`config.mk`:
```
export PLATFORM = sky130hd
export DESIGN_NAME = pipe_stage_reg
export DESIGN_NICKNAME = d
export VERILOG_FILES = /design/src/rtl/pipe_pkg.sv /design/src/rtl/register_n.sv /design/src/rtl/pipe_stage_reg.sv
export SDC_FILE = /design/constraint.sdc
export NUM_CORES = 1
export LEC_CHECK = 0
export ABC_CLOCK_PERIOD_IN_PS = 1850
export BUFFER_PORTS_ARGS = -buffer_cell sky130_fd_sc_hd__buf_2
export CORE_UTILIZATION = 34
export CTS_BUF_LIST = sky130_fd_sc_hd__clkbuf_4 sky130_fd_sc_hd__clkbuf_8
export DETAILED_ROUTE_END_ITERATION = 7
export HOLD_SLACK_MARGIN = 0.08
export PLACE_DENSITY_LB_ADDON = 0.08
export SYNTH_ARGS = -nofsm -noshare
export SYNTH_HDL_FRONTEND = slang
export SYNTH_SLANG_ARGS = --single-unit
export TNS_END_PERCENT = 5
```
`constraint.sdc`:
```
create_clock -name clk -period 1.85 [get_ports clk]
set_input_delay 0.0925 -clock clk [delete_from_list [all_inputs] [get_ports clk]]
set_output_delay 0.0925 -clock clk [all_outputs]
set_load 0.005 [all_outputs]
```
`src/rtl/pipe_pkg.sv`:
```
// Shared definitions for the valid/ready pipeline-stage register.
// The state code doubles as the occupancy count exported by each stage.
package pipe_pkg;

  localparam int unsigned DEFAULT_WIDTH = 32;

  typedef enum logic [1:0] {
    EMPTY = 2'd0,
    BUSY  = 2'd1,
    FULL  = 2'd2
  } state_t;

endpackage : pipe_pkg

```
`src/rtl/register_n.sv`:
```
// WIDTH-bit register with load enable and asynchronous active-low clear.
module register_n #(
  parameter int unsigned     WIDTH     = 32,
  parameter logic [WIDTH-1:0] RESET_VAL = '0
) (
  input  logic             clk,
  input  logic             clr_n,
  input  logic             en,
  input  logic [WIDTH-1:0] d,
  output logic [WIDTH-1:0] q
);

  // NOTE: sequential state uses non-blocking assignment so every flop samples pre-edge values.
  always_ff @(posedge clk or negedge clr_n) begin
    if (!clr_n) begin
      q <= RESET_VAL;
    end else if (en) begin
      q <= d;
    end
  end

endmodule : register_n

```
`src/rtl/pipe_stage_reg.sv`:
```
// Pipeline-stage register: main register plus one-entry skid buffer, giving full
// throughput with in_ready driven only from registered state.
module pipe_stage_reg
  import pipe_pkg::*;
#(
  parameter int unsigned      WIDTH     = DEFAULT_WIDTH,
  parameter logic [WIDTH-1:0] RESET_VAL = '0
) (
  input  logic             clk,
  input  logic             clr_n,
  input  logic             flush,
  input  logic             in_valid,
  output logic             in_ready,
  input  logic [WIDTH-1:0] in_data,
  output logic             out_valid,
  input  logic             out_ready,
  output logic [WIDTH-1:0] out_data,
  output logic [1:0]       count
);

  state_t           state;
  state_t           state_next;
  logic             acc_in;
  logic             acc_out;
  logic             main_en;
  logic             skid_en;
  logic [WIDTH-1:0] main_d;
  logic [WIDTH-1:0] skid_q;

  assign out_valid = (state != EMPTY);
  assign in_ready  = (state != FULL);
  assign count     = state;

  assign acc_in  = in_valid & in_ready;
  assign acc_out = out_valid & out_ready;

  always_ff @(posedge clk or negedge clr_n) begin
    if (!clr_n) begin
      state <= EMPTY;
    end else begin
      state <= state_next;
    end
  end

  // NOTE: every always_comb output gets a default first, so no path can infer a latch.
  always_comb begin
    state_next = state;
    main_en    = 1'b0;
    skid_en    = 1'b0;
    main_d     = in_data;

    if (flush) begin
      // A same-cycle acc_out is still a delivery; the incoming beat is dropped.
      state_next = EMPTY;
    end else begin
      unique case (state)
        EMPTY: begin
          if (acc_in) begin
            state_next = BUSY;
            main_en    = 1'b1;
          end
        end
        BUSY: begin
          if (acc_in && acc_out) begin
            main_en = 1'b1;
          end else if (acc_in) begin
            state_next = FULL;
            skid_en    = 1'b1;
          end else if (acc_out) begin
            state_next = EMPTY;
          end
        end
        FULL: begin
          if (acc_out) begin
            state_next = BUSY;
            main_en    = 1'b1;
            main_d     = skid_q;
          end
        end
        default: state_next = EMPTY;
      endcase
    end
  end

  register_n #(
    .WIDTH     (WIDTH),
    .RESET_VAL (RESET_VAL)
  ) u_main (
    .clk   (clk),
    .clr_n (clr_n),
    .en    (main_en),
    .d     (main_d),
    .q     (out_data)
  );

  register_n #(
    .WIDTH     (WIDTH),
    .RESET_VAL (RESET_VAL)
  ) u_skid (
    .clk   (clk),
    .clr_n (clr_n),
    .en    (skid_en),
    .d     (in_data),
    .q     (skid_q)
  );

endmodule : pipe_stage_reg

```
==> summary.md, run 1 <==
The worst hold path begins at in_valid. The tools report the count of synthesis-stage warnings from yosys as 0. For this design the total switching power over the nets is 962.8 uW. STA puts the critical path data required time at 2.07 ns.

In the post-synthesis netlist, the biggest area contributors are sky130_fd_sc_hd__dfrtp_1 57%, sky130_fd_sc_hd__mux2_2 35%, sky130_fd_sc_hd__mux2_1 1.9%. The total global routing overflow is 0, and the largest net degree at the start of global routing is 67. The final critical-path required period works out to 1.856 ns. The tools report the sort of element at the end of the critical path as a flop. The H-tree was split into 3 levels. For the total CTS buffers, the log shows 9. The worst-case hold slack is 0.1846 ns, and the clock edge transition at the registers on the reported setup and hold paths is 0.07 ns. In the global route stage, overall resource usage came out at 14.16%. The number of nets in the synthesized netlist is 224. Maximum number of buffers from clock root to sink: 2.

In the routed layout, each cell is associated on average with a via count of 4.580. The worst-case setup margin in the final layout was -0.005625 ns. Clock tree synthesis selected as its root buffer the cell sky130_fd_sc_hd__clkbuf_8. In the layout the commonest cells are 85 x sky130_fd_sc_hd__mux2_2, 72 x sky130_fd_sc_hd__buf_2, 65 x sky130_fd_sc_hd__dfrtp_1. Counting distinct cell types in the post-synthesis netlist gives 18.

Initial antenna violation count: 0. In the finished design, the share of the clock period the worst path needs comes to 100.3%. Headroom to the max-slew limit came out at 75.10%.

For this block, the initial DRC count from the detailed router was 14. For this configuration, the core starts out at a cell density of 35.14%. Row count: 33.

Summing all flip-flop and latch instances after layout gives 0.001653 mm^2. The floorplan step defined a die boundary enclosing 0.008908 mm^2. The count of buffers added on input and output ports is 72. The number of instances in the synthesized netlist was 187; the transition time at the pin with the least slew margin was 0.3735 ns. The post-route netlist has 63.61% of its cells at a drive strength greater than 1. Standard cell area after detailed placement: 0.003490 mm^2. Summing all multi-input logic gate instances after layout gives 0.001227 mm^2. Between clock sinks in the finished design, the worst skew comes to 0.007104 ns. The register bit count reported by yosys is 66. Final non-filler cell area: 0.004130 mm^2. The share of power burned in combinational logic is 19.7%, and the maximum ir drop on the vdd rail is 410.1 uV.

The final reports fail on setup timing. The final layout contains routed wiring with a total length of 5.892 mm. The cell type with the highest aggregate area in the netlist was sky130_fd_sc_hd__dfrtp_1. The worst setup path is launched from a flop. Power spread over the standard cell area amounts to 938.5 mW/mm^2.

The number of antenna diodes in the final layout is 0. The chip width is 94.38 um, and the post-detailed-placement half-perimeter wirelength is 3.671 mm. The critical path is of the reg -> reg type.

Adding up every negative setup slack in the final design gives -0.005625 ns. TritonCTS built the clock tree. Clock latency on the worst-skew pair, taken at its later pin, is 0.33 ns. The max-slew violation count is 0, and the post-layout net count is 348. The area growth from synthesis to layout is 42.35%. The total via count in the routed design is 1,928, and the static leakage is 0.001882 uW. The die height works out to 94.38 um. The startpoint identified for the worst register-to-register timing path is count[0]$_DFFE_PN0P_. The tree built by TritonCTS fans out to 66 sinks.

The logs give 1 for the setup violation total in the final timing report and 1,957 for the via count of the first global-routing pass. Per report_power, the clock group accounts for 30.3% of the total. The number of filler cells placed in the layout is 755, and the final hold violation count is 0. The region available for standard cell placement spans 0.008258 mm^2. The start point of the critical path was count[0]$_DFFE_PN0P_.

The routability congestion estimate from global placement came out at 0.6823. The share of the Yosys chip area taken by registers is 56.92%. The flow ran to the end, but the final reports show violations. Static timing analysis puts the maximum clock frequency at 538.9 MHz. The tools report the cell area after technology mapping as 0.002902 mm^2. Of the total power, registers draw 50.0%. The number of nets still failing antenna checks after routing is 0.

The pre-antenna-repair detailed-routing pass consisted of 4 iterations. The routed length per instance was 14.00 um. The logs give 0 for the remaining routing DRC violations and 9.515 mm for the global-route wire length before repair. The share of synthesized area in the top cell type comes to 56.92%. Of the total power, the share spent switching nets is 24.84%. The cell internal power dissipation is 2913 uW, and the mean instance size in the synthesized netlist is 15.52 um^2.

The tool flagged a number of max-cap violations equal to 0. In this run the count of I/O pins placed on the die edge is 73. The tightest min-delay check is of the in -> reg type. Setup repair after global routing could not meet its margin everywhere.

Leading cell type in the layout, fill and taps excluded: sky130_fd_sc_hd__mux2_2. The data arrival at the endpoint of the critical path came out at 2.07 ns. In this run the worst path has a maximum fanout of 6.
==> through the flow <==
stage	instances	power (uW)	util (%)	setup WS (ns)
2_1_floorplan	187	2339	-	0.01986
3_3_place_gp	365	2653	42.26	0.04288
3_5_place_dp	365	2672	42.26	0.04512
4_1_cts	417	3929	48.91	0.01532
5_1_grt	421	4106	50.02	-0.05007
6_report	421	3876	50.02	-0.005625
==> layer usage <==
metal	track usage [%]	share of wire (%)
met5	0	0
met4	6.923	1.7
met3	3.382	3.9
met2	21.44	46
met1	18.95	49
==> Yosys cell counts <==
| cell type | count |
|---|---|
| sky130_fd_sc_hd__dfrtp_1 | 66 |
| sky130_fd_sc_hd__buf_2 | 6 |
| sky130_fd_sc_hd__buf_6 | 3 |
| sky130_fd_sc_hd__mux2i_1 | 1 |
| sky130_fd_sc_hd__nor3b_4 | 1 |
| sky130_fd_sc_hd__or2_2 | 1 |
| sky130_fd_sc_hd__nand3_1 | 1 |
| sky130_fd_sc_hd__a21oi_1 | 2 |
| sky130_fd_sc_hd__inv_2 | 1 |
| sky130_fd_sc_hd__nor2_1 | 3 |
| sky130_fd_sc_hd__nor2b_2 | 1 |
| sky130_fd_sc_hd__mux2_1 | 5 |
| sky130_fd_sc_hd__and2b_1 | 1 |
| sky130_fd_sc_hd__nand2b_1 | 1 |
| sky130_fd_sc_hd__o21a_1 | 1 |
| sky130_fd_sc_hd__o21ai_1 | 1 |
| sky130_fd_sc_hd__mux2_2 | 91 |
| sky130_fd_sc_hd__nor3_1 | 1 |
==> final cells by class <==
type                            count  share of cell area [%]
Inverter                            1                 0.09088
Sequential cell                    66                   40.02
Tap cell                          105                   3.181
Clock inverter                      6                   1.394
Multi-Input combinational cell    111                   29.72
Timing Repair Buffer              122                   22.42
Clock buffer                       10                   3.181
==> flip-flops by register name (all words and copies together), names as in the netlist <==
name	count
u_skid.q	32
count	2
u_main.q	32
==> timing repair <==
item,4_1_cts,5_1_grt
resized for setup,0,11
hold endpoints to repair,100,0
setup buffers,0,2
hold buffers,36,0
setup endpoints to repair,0,27
==> path summary, 6_finish.rpt <==
check	cells after the start	to	slack [ns]
min in group asynchronous	3	u_skid.q[2]$_DFFE_PN0P_	0.28
worst min register to register	1	u_main.q[21]$_DFFE_PN0P_	0.49
max in group asynchronous	3	u_main.q[27]$_DFFE_PN0P_	1.24
worst min-delay path	4	count[0]$_DFFE_PN0P_	0.18
worst max-delay path	7	u_main.q[10]$_DFFE_PN0P_	-0.006
worst max register to register	7	u_main.q[10]$_DFFE_PN0P_	-0.006
==> critical path, stage by stage, from the launching register on <==
cell                        delay [ns]
sky130_fd_sc_hd__dfrtp_2          0.42
sky130_fd_sc_hd__nor2b_4          0.13
sky130_fd_sc_hd__inv_2            0.06
sky130_fd_sc_hd__nor3b_4          0.22
sky130_fd_sc_hd__buf_4            0.17
sky130_fd_sc_hd__clkbuf_16        0.15
sky130_fd_sc_hd__mux2_1           0.32
sky130_fd_sc_hd__mux2_2           0.26
==> logic make-up after synthesis <==
logic type,share of synthesized area (%)
compound gates,0.7761
mux,37.60
simple gates,2.372
flops,56.92
buf+inv,2.328
==> power groups by stage <==
stage / combinational [uW] / sequential, uW / clock, uW
after floorplan: 389 / 1950 / 0
after global placement: 701 / 1950 / 0
after detailed placement: 712 / 1960 / 0
after CTS: 769 / 1940 / 1220
after global routing: 846 / 1990 / 1270
final: 764 / 1940 / 1170
Note: power is estimated with default switching activity, not from simulation.
==> inputs of run 2 (changes only) <==
--- a/config.mk
+++ b/config.mk
@@ -7,6 +7,7 @@
 export LEC_CHECK = 0
 export ABC_CLOCK_PERIOD_IN_PS = 1850
 export BUFFER_PORTS_ARGS = -buffer_cell sky130_fd_sc_hd__buf_2
+export CORE_MARGIN = 10
 export CORE_UTILIZATION = 34
 export CTS_BUF_LIST = sky130_fd_sc_hd__clkbuf_4 sky130_fd_sc_hd__clkbuf_8
 export DETAILED_ROUTE_END_ITERATION = 7
==> run 2 against run 1 <==
The flow now finishes without violations. Sequential cell count stayed put. Die area is 42% higher. Cell count is 1.4% higher. Register-to-register slack hardly changed. Via count is 2.1% higher. Hold slack worse by 0.018 ns. Setup slack better by 0.013 ns. Clock-buffer cell count is 3 higher. Largest power group unchanged.
==> summary.md, run 2 (synthesis results as in run 1) <==
The tools report the setup skew after layout as 0.01169 ns (+0.004583 ns). The setup violation total in the final timing report came out at 0 (-1). For the data arrival at the endpoint of the critical path, the log shows 2.06 ns (about the same). The launch point of the worst hold path was in_valid.

The tools report the global-route wire length before repair as 11.27 mm (+18%). The worst hold path belongs to the class in -> reg. The static leakage came out at 0.002020 uW (+7.3%). The top cell types in the final layout, fill and taps aside, are 72 x sky130_fd_sc_hd__buf_2, 65 x sky130_fd_sc_hd__mux2_2, 65 x sky130_fd_sc_hd__dfrtp_1. The post-layout net count was 354 (+1.7%); the largest net degree at the start of global routing was 47 (-30%). The routed length per instance was 17.36 um (+24%). The total CTS buffers is 9 (unchanged). The most critical setup path has its startpoint at count[0]$_DFFE_PN0P_. The initial antenna violation count is 0 (unchanged), and the final critical-path required period is 1.843 ns (-0.01288 ns).

The row count was 33 (unchanged); the aggregate routed wire length was 7.411 mm (+26%). Clock edge transition at the registers on the reported setup and hold paths: 0.08 ns (about the same). TritonCTS built the clock tree. For the area of the die, the log shows 0.01263 mm^2 (+42%). The initial DRC count is 44 (+30), and the transition time at the pin with the least slew margin is 0.5010 ns (+0.1276 ns).

The tools report the sort of element at the end of the critical path as a flop. The total power density per cell area came out at 931.7 mW/mm^2 (-0.72%). The run gives 458.1 uV (+12%) as the maximum ir drop on the vdd rail. The area added between synthesis and finish was 49.76%. The I/O pin count was 73 (unchanged).

The clock sink count is 66 (unchanged). The max-slew violation count came out at 0 (unchanged). The final period utilization works out to 99.61% (-0.70 points). The global routing usage on met3 is 4.047% (+0.67 points).

For the maximum number of buffers from clock root to sink, the log shows 2 (unchanged). Setup repair after global routing could not meet its margin everywhere. The tools report the number of filler cells placed in the layout as 727 (-3.7%). The total global routing overflow is 0 (unchanged), and the clock latency on the worst-skew pair is 0.34 ns (about the same). For the routing usage on met2, the log shows 17.03% (-4.4 points). The final standard cell utilization of the core is 52.62% (+2.6 points).

The critical path is of the reg -> reg type. The tools report the nature of the critical path startpoint as a flop. The flow ran to the end, and the final reports show no timing, DRC or antenna violations.

For the H-tree depth, the log shows 3 (unchanged). Most heavily used metal layer in global routing: met2. The remaining routing DRC violations is 0 (unchanged). The library cell used most frequently in the layout, excluding fill and tap cells, is sky130_fd_sc_hd__buf_2. The number of nets still failing antenna checks after routing is 0 (unchanged), and the total via count in the routed design is 1,969 (+2.1%).

The run gives 4.449 mm (+21%) as the post-detailed-placement half-perimeter wirelength. The run gives 66.60% (-8.5 points) as the relative slew slack. The run gives 0 (unchanged) as the count of max-cap constraint violations.

The routability congestion estimate from global placement is 0.6670 (-2.2%). Count of input and output buffers: 72 (unchanged). The vias per cell was 4.611 (+0.69%).

The tree is rooted in a sky130_fd_sc_hd__clkbuf_8. The number of diodes added for antenna fixing is 0 (unchanged). The die height came out at 112.4 um (+19%). The overall fraction of global-route tracks in use was 10.89% (-3.3 points); the global-route met1 utilization was 13.70% (-5.2 points). Maximum fanout encountered on the critical timing path: 8 (+2). Maximum achievable frequency: 542.7 MHz (+0.70%). The chip width came out at 112.4 um (+19%).

Critical register-to-register path startpoint: count[0]$_DFFE_PN0P_. The final hold violation count is 0 (unchanged), and the detailed-router iteration count before antenna repair is 4 (unchanged). The run gives 0.001653 mm^2 (unchanged) as the register area.

The final non-filler cell area came out at 0.004345 mm^2 (+5.2%). Via count of the first global-routing pass: 2,185 (+12%). Standard cell area after detailed placement: 0.003477 mm^2 (-0.36%). The final-layout setup total negative slack was 0 ns (+0.005625 ns); the ratio of cells with drive above 1 in the final layout was 65.84% (+2.2 points). Required time of the critical path: 2.07 ns (about the same). For the area taken by multi-input logic gates, the log shows 0.001321 mm^2 (+7.6%). The core box area was 0.008258 mm^2 (unchanged). The initial core utilization is 35.14% (unchanged).
run 2: changes by cell type in the layout (fill, tap and decap cells not counted):
cell / before / now
sky130_fd_sc_hd__o21ai_1: 1 / 0
sky130_fd_sc_hd__buf_12: 6 / 5
sky130_fd_sc_hd__clkbuf_16: 1 / 5
sky130_fd_sc_hd__clkbuf_8: 9 / 10
sky130_fd_sc_hd__buf_4: 5 / 6
sky130_fd_sc_hd__mux2_4: 6 / 30
sky130_fd_sc_hd__clkbuf_4: 1 / 3
sky130_fd_sc_hd__clkinvlp_4: 1 / 0
sky130_fd_sc_hd__o21ai_2: 0 / 1
sky130_fd_sc_hd__mux2_1: 5 / 1
sky130_fd_sc_hd__buf_6: 2 / 4
sky130_fd_sc_hd__mux2_2: 85 / 65
sky130_fd_sc_hd__clkinv_2: 4 / 2
run 2: per-layer routing:
metal	vias up	wire length, um
met5	-	0
met4	0	41
met3	6	380
met2	47	3533
met1	987	3456
li1	929	-
run 2: worst paths after layout:
kind,to,slack (ns),depth (start not counted)
setup / recovery,u_main.q[15]$_DFFE_PN0P_,0.007,7
min in group asynchronous,u_skid.q[0]$_DFFE_PN0P_,0.26,2
hold reg to reg,u_main.q[22]$_DFFE_PN0P_,0.50,1
hold / removal,count[0]$_DFFE_PN0P_,0.17,4
setup reg to reg,u_main.q[15]$_DFFE_PN0P_,0.007,7
max in group asynchronous,u_skid.q[25]$_DFFE_PN0P_,0.96,3
run 2: timing repair:
item                                    CTS  global route
setup buffers                             0             4
endpoints found under the setup margin    0            31
gates resized for setup                   0            35
hold buffers                             36             0
hold endpoints to repair                 54             0
run 2: area by class of cell:
cell class                 instances  area share (%)
clock buffer                      13           3.686
clock inverter                     3          0.9214
inverter                           1         0.08638
multi-input combinational        111           30.41
sequential                        66           38.04
tap                              105           3.023
timing repair buffer             128           23.84
run 2: metrics by stage:
step | hold slack (ns) | std cells | worst slack, ns | total power [uW]
after CTS | 0.1524 | 417 | 0.009163 | 4009
after global routing | 0.1697 | 427 | -0.04010 | 4293
final | 0.1670 | 427 | 0.007258 | 4049
after detailed placement | 0.08768 | 365 | 0.03535 | 2694
after floorplan | -0.2031 | 187 | 0.01986 | 2339
after global placement | 0.09588 | 365 | 0.05808 | 2669
run 2: power by group:
part	leakage, uW	switching (uW)	internal, uW
logic	0.00112	293	560
clock network	0.000108	543	702
registers	0.000792	167	1780
total	0.00202	1000	3050
run 2: critical path, stage by stage (launching register included):
cell                        delay [ns]
sky130_fd_sc_hd__dfrtp_2          0.43
sky130_fd_sc_hd__nor2b_4          0.12
sky130_fd_sc_hd__inv_2            0.05
sky130_fd_sc_hd__nor3b_4          0.23
sky130_fd_sc_hd__buf_6            0.16
sky130_fd_sc_hd__clkbuf_16        0.17
sky130_fd_sc_hd__mux2_4           0.30
sky130_fd_sc_hd__mux2_4           0.26
